<file path="src/rtl/text_buffer_ram.sv">
// Character text buffer with a registered read port, an idle-only write port and a
// clear/scroll sweep engine. Define TEXT_BUFFER_SCROLL_EN to enable hardware scrolling.
module text_buffer_ram #(
    parameter int                COL_W  = 4,
    parameter int                ROW_W  = 4,
    parameter int                CODE_W = 7,
    parameter logic [CODE_W-1:0] BLANK  = 7'h20
) (
    input  logic                   clk,
    input  logic                   rst,
    input  logic [ROW_W+COL_W-1:0] text_xy,
    output logic [CODE_W-1:0]      char_code,
    input  logic                   wr_en,
    input  logic [ROW_W+COL_W-1:0] wr_xy,
    input  logic [CODE_W-1:0]      wr_code,
    input  logic                   clear_req,
    input  logic                   scroll_req,
    output logic                   busy,
    output logic                   sweep_done
);

    localparam int                ADDR_W    = ROW_W + COL_W;
    localparam int                DEPTH     = 1 << ADDR_W;
    localparam logic [ADDR_W-1:0] LAST_ADDR = '1;
    localparam logic [COL_W-1:0]  LAST_COL  = '1;

`ifdef TEXT_BUFFER_SCROLL_EN
    typedef enum logic [1:0] {IDLE, CLEAR, SCROLL} state_t;
`else
    typedef enum logic [1:0] {IDLE, CLEAR} state_t;
`endif

    state_t              state, state_nxt;
    logic [ADDR_W-1:0]   sweep_addr, sweep_addr_nxt;
    logic [ROW_W-1:0]    row_ofs;
    logic [ROW_W-1:0]    rd_row, wr_row;
    logic                mem_we;
    logic [ADDR_W-1:0]   mem_waddr;
    logic [CODE_W-1:0]   mem_wdata;
    logic [CODE_W-1:0]   mem [DEPTH];

`ifdef TEXT_BUFFER_SCROLL_EN
    logic [ROW_W-1:0] row_ofs_nxt;
    logic [ROW_W-1:0] scroll_row;

    // The row being blanked is the one that was on top before the offset advanced.
    assign scroll_row = row_ofs - 1'b1;

    always_ff @(posedge clk) begin
        if (rst) row_ofs <= '0;
        else     row_ofs <= row_ofs_nxt;
    end
`else
    logic unused_scroll_req;

    assign row_ofs           = '0;
    assign unused_scroll_req = scroll_req;
`endif

    assign rd_row = text_xy[ADDR_W-1:COL_W] + row_ofs;
    assign wr_row = wr_xy[ADDR_W-1:COL_W] + row_ofs;
    assign busy   = (state != IDLE);

    // NOTE: every signal assigned in this block gets a default first, so no path leaves one unassigned and no latch is inferred.
    always_comb begin
        state_nxt      = state;
        sweep_addr_nxt = sweep_addr;
        mem_we         = 1'b0;
        mem_waddr      = sweep_addr;
        mem_wdata      = BLANK;
        sweep_done     = 1'b0;
`ifdef TEXT_BUFFER_SCROLL_EN
        row_ofs_nxt    = row_ofs;
`endif
        case (state)
            IDLE: begin
                if (clear_req) begin
                    state_nxt      = CLEAR;
                    sweep_addr_nxt = '0;
                end
`ifdef TEXT_BUFFER_SCROLL_EN
                else if (scroll_req) begin
                    state_nxt      = SCROLL;
                    sweep_addr_nxt = '0;
                    row_ofs_nxt    = row_ofs + 1'b1;
                end
`endif
                else if (wr_en) begin
                    mem_we    = 1'b1;
                    mem_waddr = {wr_row, wr_xy[COL_W-1:0]};
                    mem_wdata = wr_code;
                end
            end
            CLEAR: begin
                mem_we         = 1'b1;
                sweep_addr_nxt = sweep_addr + 1'b1;
                if (sweep_addr == LAST_ADDR) begin
                    sweep_done = 1'b1;
                    state_nxt  = IDLE;
                end
            end
`ifdef TEXT_BUFFER_SCROLL_EN
            SCROLL: begin
                mem_we         = 1'b1;
                mem_waddr      = {scroll_row, sweep_addr[COL_W-1:0]};
                sweep_addr_nxt = sweep_addr + 1'b1;
                if (sweep_addr[COL_W-1:0] == LAST_COL) begin
                    sweep_done = 1'b1;
                    state_nxt  = IDLE;
                end
            end
`endif
            default: state_nxt = IDLE;
        endcase
    end

    // NOTE: sequential state uses non-blocking assignments so every register samples pre-edge values.
    always_ff @(posedge clk) begin
        if (rst) begin
            state      <= CLEAR;
            sweep_addr <= '0;
        end else begin
            state      <= state_nxt;
            sweep_addr <= sweep_addr_nxt;
        end
    end

    // NOTE: the storage array has no reset so it maps onto RAM; the post-reset CLEAR sweep initialises it.
    always_ff @(posedge clk) begin
        if (mem_we && !rst) mem[mem_waddr] <= mem_wdata;
    end

    // Read sees the pre-write contents when both ports hit the same address.
    always_ff @(posedge clk) begin
        if (rst) char_code <= BLANK;
        else     char_code <= mem[{rd_row, text_xy[COL_W-1:0]}];
    end

endmodule

</file>
<file path="config.mk">
export PLATFORM = sky130hd
export DESIGN_NAME = text_buffer_ram
export DESIGN_NICKNAME = d
export VERILOG_FILES = /design/src/rtl/text_buffer_ram.sv
export SDC_FILE = /design/constraint.sdc
export NUM_CORES = 2
export LEC_CHECK = 0
export CAP_MARGIN = 20
export CELL_PAD_IN_SITES_DETAIL_PLACEMENT = 2
export CELL_PAD_IN_SITES_GLOBAL_PLACEMENT = 2
export CORE_AREA = 2 2 455 457
export CTS_CLUSTER_SIZE = 10
export DETAILED_ROUTE_END_ITERATION = 12
export DIE_AREA = 0 0 457 459
export GPL_TIMING_DRIVEN = 0
export HOLD_SLACK_MARGIN = 0.03
export PLACE_DENSITY = 0.56
export REMOVE_ABC_BUFFERS = 1
export SLEW_MARGIN = 40
export SYNTH_ARGS = -nofsm -noshare
export SYNTH_HDL_FRONTEND = slang
export SYNTH_SLANG_ARGS = --single-unit
</file>
<file path="constraint.sdc">
create_clock -name clk -period 8.2 [get_ports clk]
set_input_delay 0.82 -clock clk [delete_from_list [all_inputs] [get_ports clk]]
set_output_delay 0.82 -clock clk [all_outputs]
set_load 0.005 [all_outputs]
</file>
# Yosys cells after proc, flatten, opt, wreduce, memory -nomap -nowiden
# Memories as Yosys holds them, arrays and structs flattened. A register that Yosys moved wholly into a read port is not among the register bits.
# Cells that the tools add are included.
word_totals:
  reg_bits: 10
  ram_bits: 1792
  in_bits: 28
  out_inout_bits: 9
  memories: 1
memory_table:
  columns: ["memory", "words", "word_bits", "rd", "rd_ports_with_merged_regs", "wr", "line_no", "rtl"]
  rows:
  - ["mem", 256, 7, 1, 1, 1, "40", "logic [CODE_W-1:0] mem [DEPTH];"]
classes:
  add_sub_neg: 1
  n_eq_ne: 4
  muxes: 18
  reduce_logical: 7
op_table:
  columns: ["operator", "n"]
  rows:
  - ["$mux W8", 4]
  - ["$mux W7", 3]
  - ["$pmux W8 S2", 1]
  - ["$add A8 B1 Y8 const B", 1]
  - ["$eq A8 B8 Y1 const B", 1]
  - ["$mux W1", 6]
  - ["$mux W2", 2]
  - ["$ne A2 B2 Y1 const B", 2]
  - ["$pmux W2 S2", 1]
  - ["$reduce_and A2 Y1", 2]
  - ["$reduce_bool A2 Y1", 2]
  - ["$eq A2 B1 Y1 const B", 1]
  - ["$logic_not A2 Y1", 1]
  - ["$pmux W1 S2", 1]
  - ["$logic_and A1 B1 Y1", 1]
  - ["$logic_not A1 Y1", 1]

# Longest topological paths before layout
logic_depth:
  depth_word: 6
  ltp_mapped: 13
  mapped_depth_nobuf: 7

# Least setup slack after synthesis
# OpenSTA, ideal clock, no wires.
synth_timing:
  path_type: "input port to flip-flop"
  start: "input clear_req"
  end: "memory mem[0][0] (data pin)"
  arrival_time_ps: 5132
  path_slack_ps: 2200
  stages: 5
  path_buffers: 3
  path_cell_list: "buf_2 -> nor3b_2 -> clkbuf_1 -> clkbuf_1 -> and2_1"
synth_via:
  elab_chain_len: 2
synth_rtl:
  columns: ["item", "line_no", "rtl"]
  rows:
  - ["start, declared", "16", "input logic clear_req,"]
  - ["$mux W7", "77", "if (clear_req) begin"]
  - ["$mux W7", "75", "case (state)"]
  - ["via mem_wdata[0]", "39", "logic [CODE_W-1:0] mem_wdata;"]
  - ["end, declared", "40", null]
# The timed path passes the listed nets, and every way through them passes these cells.

==> impl_metrics.py <==
metrics = {
    "finish": {
        "drive_gt1_frac": 0.201,
        "final_cells": 6483,
        "post-route-util": 0.397,
        "num-fill-cells": 19200,
        "nets": 3708,
        "syn_to_final_growth_pct": 14.5,
    },
    "clock_tree": {
        "post_cts_buffers": 0,
        "clock_sinks": 1808,
        "cts-root-buf": "clkbuf_16",
        "clock_tree.buffer_depth": 3,
        "postCtsHoldBufs": 0,
        "worst_skew_pair.late_latency_ns": 0.84,
        "cts_tree": "done",
        "htree_num_levels": 4,
        "cts_buffers": 204,
        "cts_resized": 0,
        "path_clk_slew_ns": 0.06,
    },
    "route": {
        "viasPerCell": 5.51,
        "drt-initial-drc-count": 3165,
        "wl_mm": 212,
        "via_count": 35700,
        "drt_drc_violations_left": 0,
        "wl_per_cell_um": 32.7,
        "drtAntennaViolNets": 0,
        "dr.pass1.iters": 5,
    },
    "critical_path": {
        "crit_type": "primary input to flop",
        "cpPeakStageDelay_ns": 0.63,
        "crit_path_top_delay_cell": "a221oi_1",
        "critPathArrivalTime_ns": 5.16,
        "required_ns": 8.80,
        "worstPathCellList": "buf_16 -> buf_16 -> buf_16 -> buf_16 -> mux4_2 -> nand2_1 -> nand2_1 -> a221oi_1 -> a221oi_1 -> a31oi_1 -> o22ai_1",
        "crit_path_max_fanout": 68,
        "crit_path_frequent_cell": "buf_16",
        "cp-end-kind": "flop",
        "critPathLaunchType": "primary input",
    },
    "yosys": {
        "seq_area_frac_synth": 0.759,
        "synth_area_per_cell_um2": 20.0,
        "ys_types": 68,
        "synth_edf_count": 1792,
        "syn_inst": 3561,
        "synthFlopType": "edfxtp_1",
        "async_flop_share": 0,
        "syn_area_um2": 71300,
        "yosys_warnings": 0,
        "yosys_register_bits": 1808,
    },
    "floorplanning": {
        "die_w_um": 457,
        "ioPinCount": 37,
        "die_area_um2": 210000,
        "initial_core_util": 0.347,
        "fp-row-count": 167,
        "core-area_um2": 206000,
        "die_h_um": 459,
    },
    "flow_run": {
        "cap_viol_max_count": 0,
    },
    "global_routing": {
        "gr-usage-met2": 0.342,
        "antenna_found_initial": 9,
        "first_global_vias": 38800,
        "grtUsageMet3": 0.0275,
        "grt_pass1_wl_mm": 302,
        "use_met1": 0.277,
        "gr-total-overflow": 0,
        "grt_max_degree": 69,
        "track_usage": 0.203,
        "busiest_layer": "met2",
    },
    "power": {
        "pwr-share-seq": 0.528,
        "p_leak_nw": 24.6,
        "power_density_nw_per_um2": 232,
        "internal_power_mw": 15.0,
        "sw_frac_of_total": 0.212,
        "p_sw_mw": 4.01,
        "clkPwrFrac": 0.431,
        "p_total_mw": 19.0,
        "combPwrFrac": 0.041,
        "vdd_drop_max_uv": 184,
    },
    "place": {
        "dp_slack_ns": 2.71,
        "routabilityCongestion": 0.742,
        "dp_hpwl_mm": 137,
        "placed_cells": 6177,
        "port-buffer-count": 35,
    },
    "sta": {
        "final_hold_viol_count": 0,
        "drv_slew": 0,
        "relSlewSlack": 0.426,
        "max_freq_mhz": 219,
        "final-setup-viol-count": 0,
        "tightest_slew_ns": 0.862,
        "fin_ws_ns": 3.63,
        "rsz0062_at_grt": "false",
        "finClkSkew_ns": 0.0368,
        "layout_min_cycle_time_ns": 4.57,
        "fin_crit_sh": 0.557,
        "fin_tns_setup_ns": 0,
    },
    "min_path": {
        "hold_class": "primary input to flop",
    },
    "run_status": {
        "status": "complete, no violations",
    },
}
final timing paths:
check                 from             to  slack, ns  cells after the start
min reg2reg  sweep_addr[5]  sweep_addr[5]       0.57                      2
max reg2reg       state[0]    mem[158][4]       4.03                      7
max             text_xy[0]   char_code[2]       3.63                     11
min                    rst  sweep_addr[1]       0.48                      2
state kept, by name, indices dropped and copies added, names as in the netlist:
name / flops
sweep_addr: 8
char_code: 7
mem: 1792
state: 1
layer usage:
metal / vias to the layer above / wire, um / share of wire
met3: 250 / 8490 / 0.040
met4: 0 / 4530 / 0.021
li1: 14900 / - / -
met5: - / 0 / 0
met2: 803 / 106000 / 0.50
met1: 19700 / 92800 / 0.44
layout by cell type, fill, tap and decap left out, types with 6 or more instances in the layout:
master           Yosys  final
o21ai_1              3      9
and2_1              13      6
a221oi_1            16     16
buf_16               0     28
nor2_1             324    297
o22ai_1             51     50
edfxtp_1          1792   1792
o211ai_1            11     11
clkbuf_16            0    211
a31oi_1             11      7
nor2_2               0     22
and2_4               0      7
nand2_1            111     95
nand3b_1             8      8
nand4_1              6      6
buf_8               14      9
nor3_1              20     15
nor3b_1              7      6
nand2_2              0      6
buf_12               7     53
o21ai_0             47     37
mux2i_1            230    230
buf_4               18      8
a22oi_1             30     30
or3_1               14      7
clkdlybuf4s50_1      0     26
clkinv_1             0      7
nand2_4              0     10
mux4_2             336    336
mux4_1              28     28
clkbuf_1            85     72
o221ai_1            77     77
dfxtp_1             16     16
nand3_1             31     31
a21oi_1             58     58
nand2b_1            13     11
a22o_1               9      9
critical path, delay by kind of cell:
family	cells	cell delay, ns
compound gates	4	1.76
buf+inv	4	1.49
simple gates	2	0.29
mux	1	0.56
cells in the mapped netlist (28+ instances only):
| cell | n | area (um^2) |
|---|---|---|
| o21ai_0 | 47 | 235 |
| mux2i_1 | 230 | 2300 |
| nand2_1 | 111 | 417 |
| edfxtp_1 | 1792 | 53800 |
| nand3_1 | 31 | 155 |
| o221ai_1 | 77 | 674 |
| buf_6 | 38 | 428 |
| clkbuf_1 | 85 | 319 |
| o22ai_1 | 51 | 319 |
| mux4_2 | 336 | 7570 |
| a21oi_1 | 58 | 290 |
| a22oi_1 | 30 | 225 |
| nor2_1 | 324 | 1220 |
| buf_2 | 44 | 220 |
| mux4_1 | 28 | 736 |
cell type report:
cell class | count | area (um^2) | share of cell area
flip-flops and latches | 1808 | 54100 | 0.663
multi-input cells | 1526 | 16000 | 0.196
clock buffers | 286 | 5590 | 0.0685
well taps | 2704 | 3380 | 0.0414
repair buffers | 132 | 2350 | 0.0287
clock inverters | 15 | 119 | 0.00146
inverters | 7 | 41.3 | 0.000506
diodes | 5 | 12.5 | 0.000153
metrics by stage:
step / hold slack [ns] / instance area, um^2
floorplan: 0.485 / 69800
global placement: 0.540 / 73500
detailed placement: 0.565 / 75900
CTS: 0.422 / 81600
global route: 0.462 / 81600
finish: 0.483 / 81600
power groups by stage:
stage	Clock, mW	Combinational [mW]	Sequential (mW)
floorplan	0	0.316	10.2
global placement	0	1.33	10.2
detailed placement	0	0.786	10.2
CTS	8.37	0.789	10.0
global route	8.69	0.811	10.0
finish	8.17	0.773	10.0
cells by family after synthesis:
family          Yosys count  share of synthesized area
flops                  1808                      0.759
simple gates            568                     0.0343
fa+ha+maj                 1                   0.000175
xor+xnor                  4                   0.000491
buf+inv                 227                     0.0217
compound gates          354                     0.0349
mux                     599                      0.149
(Power assumes the default switching activity.)
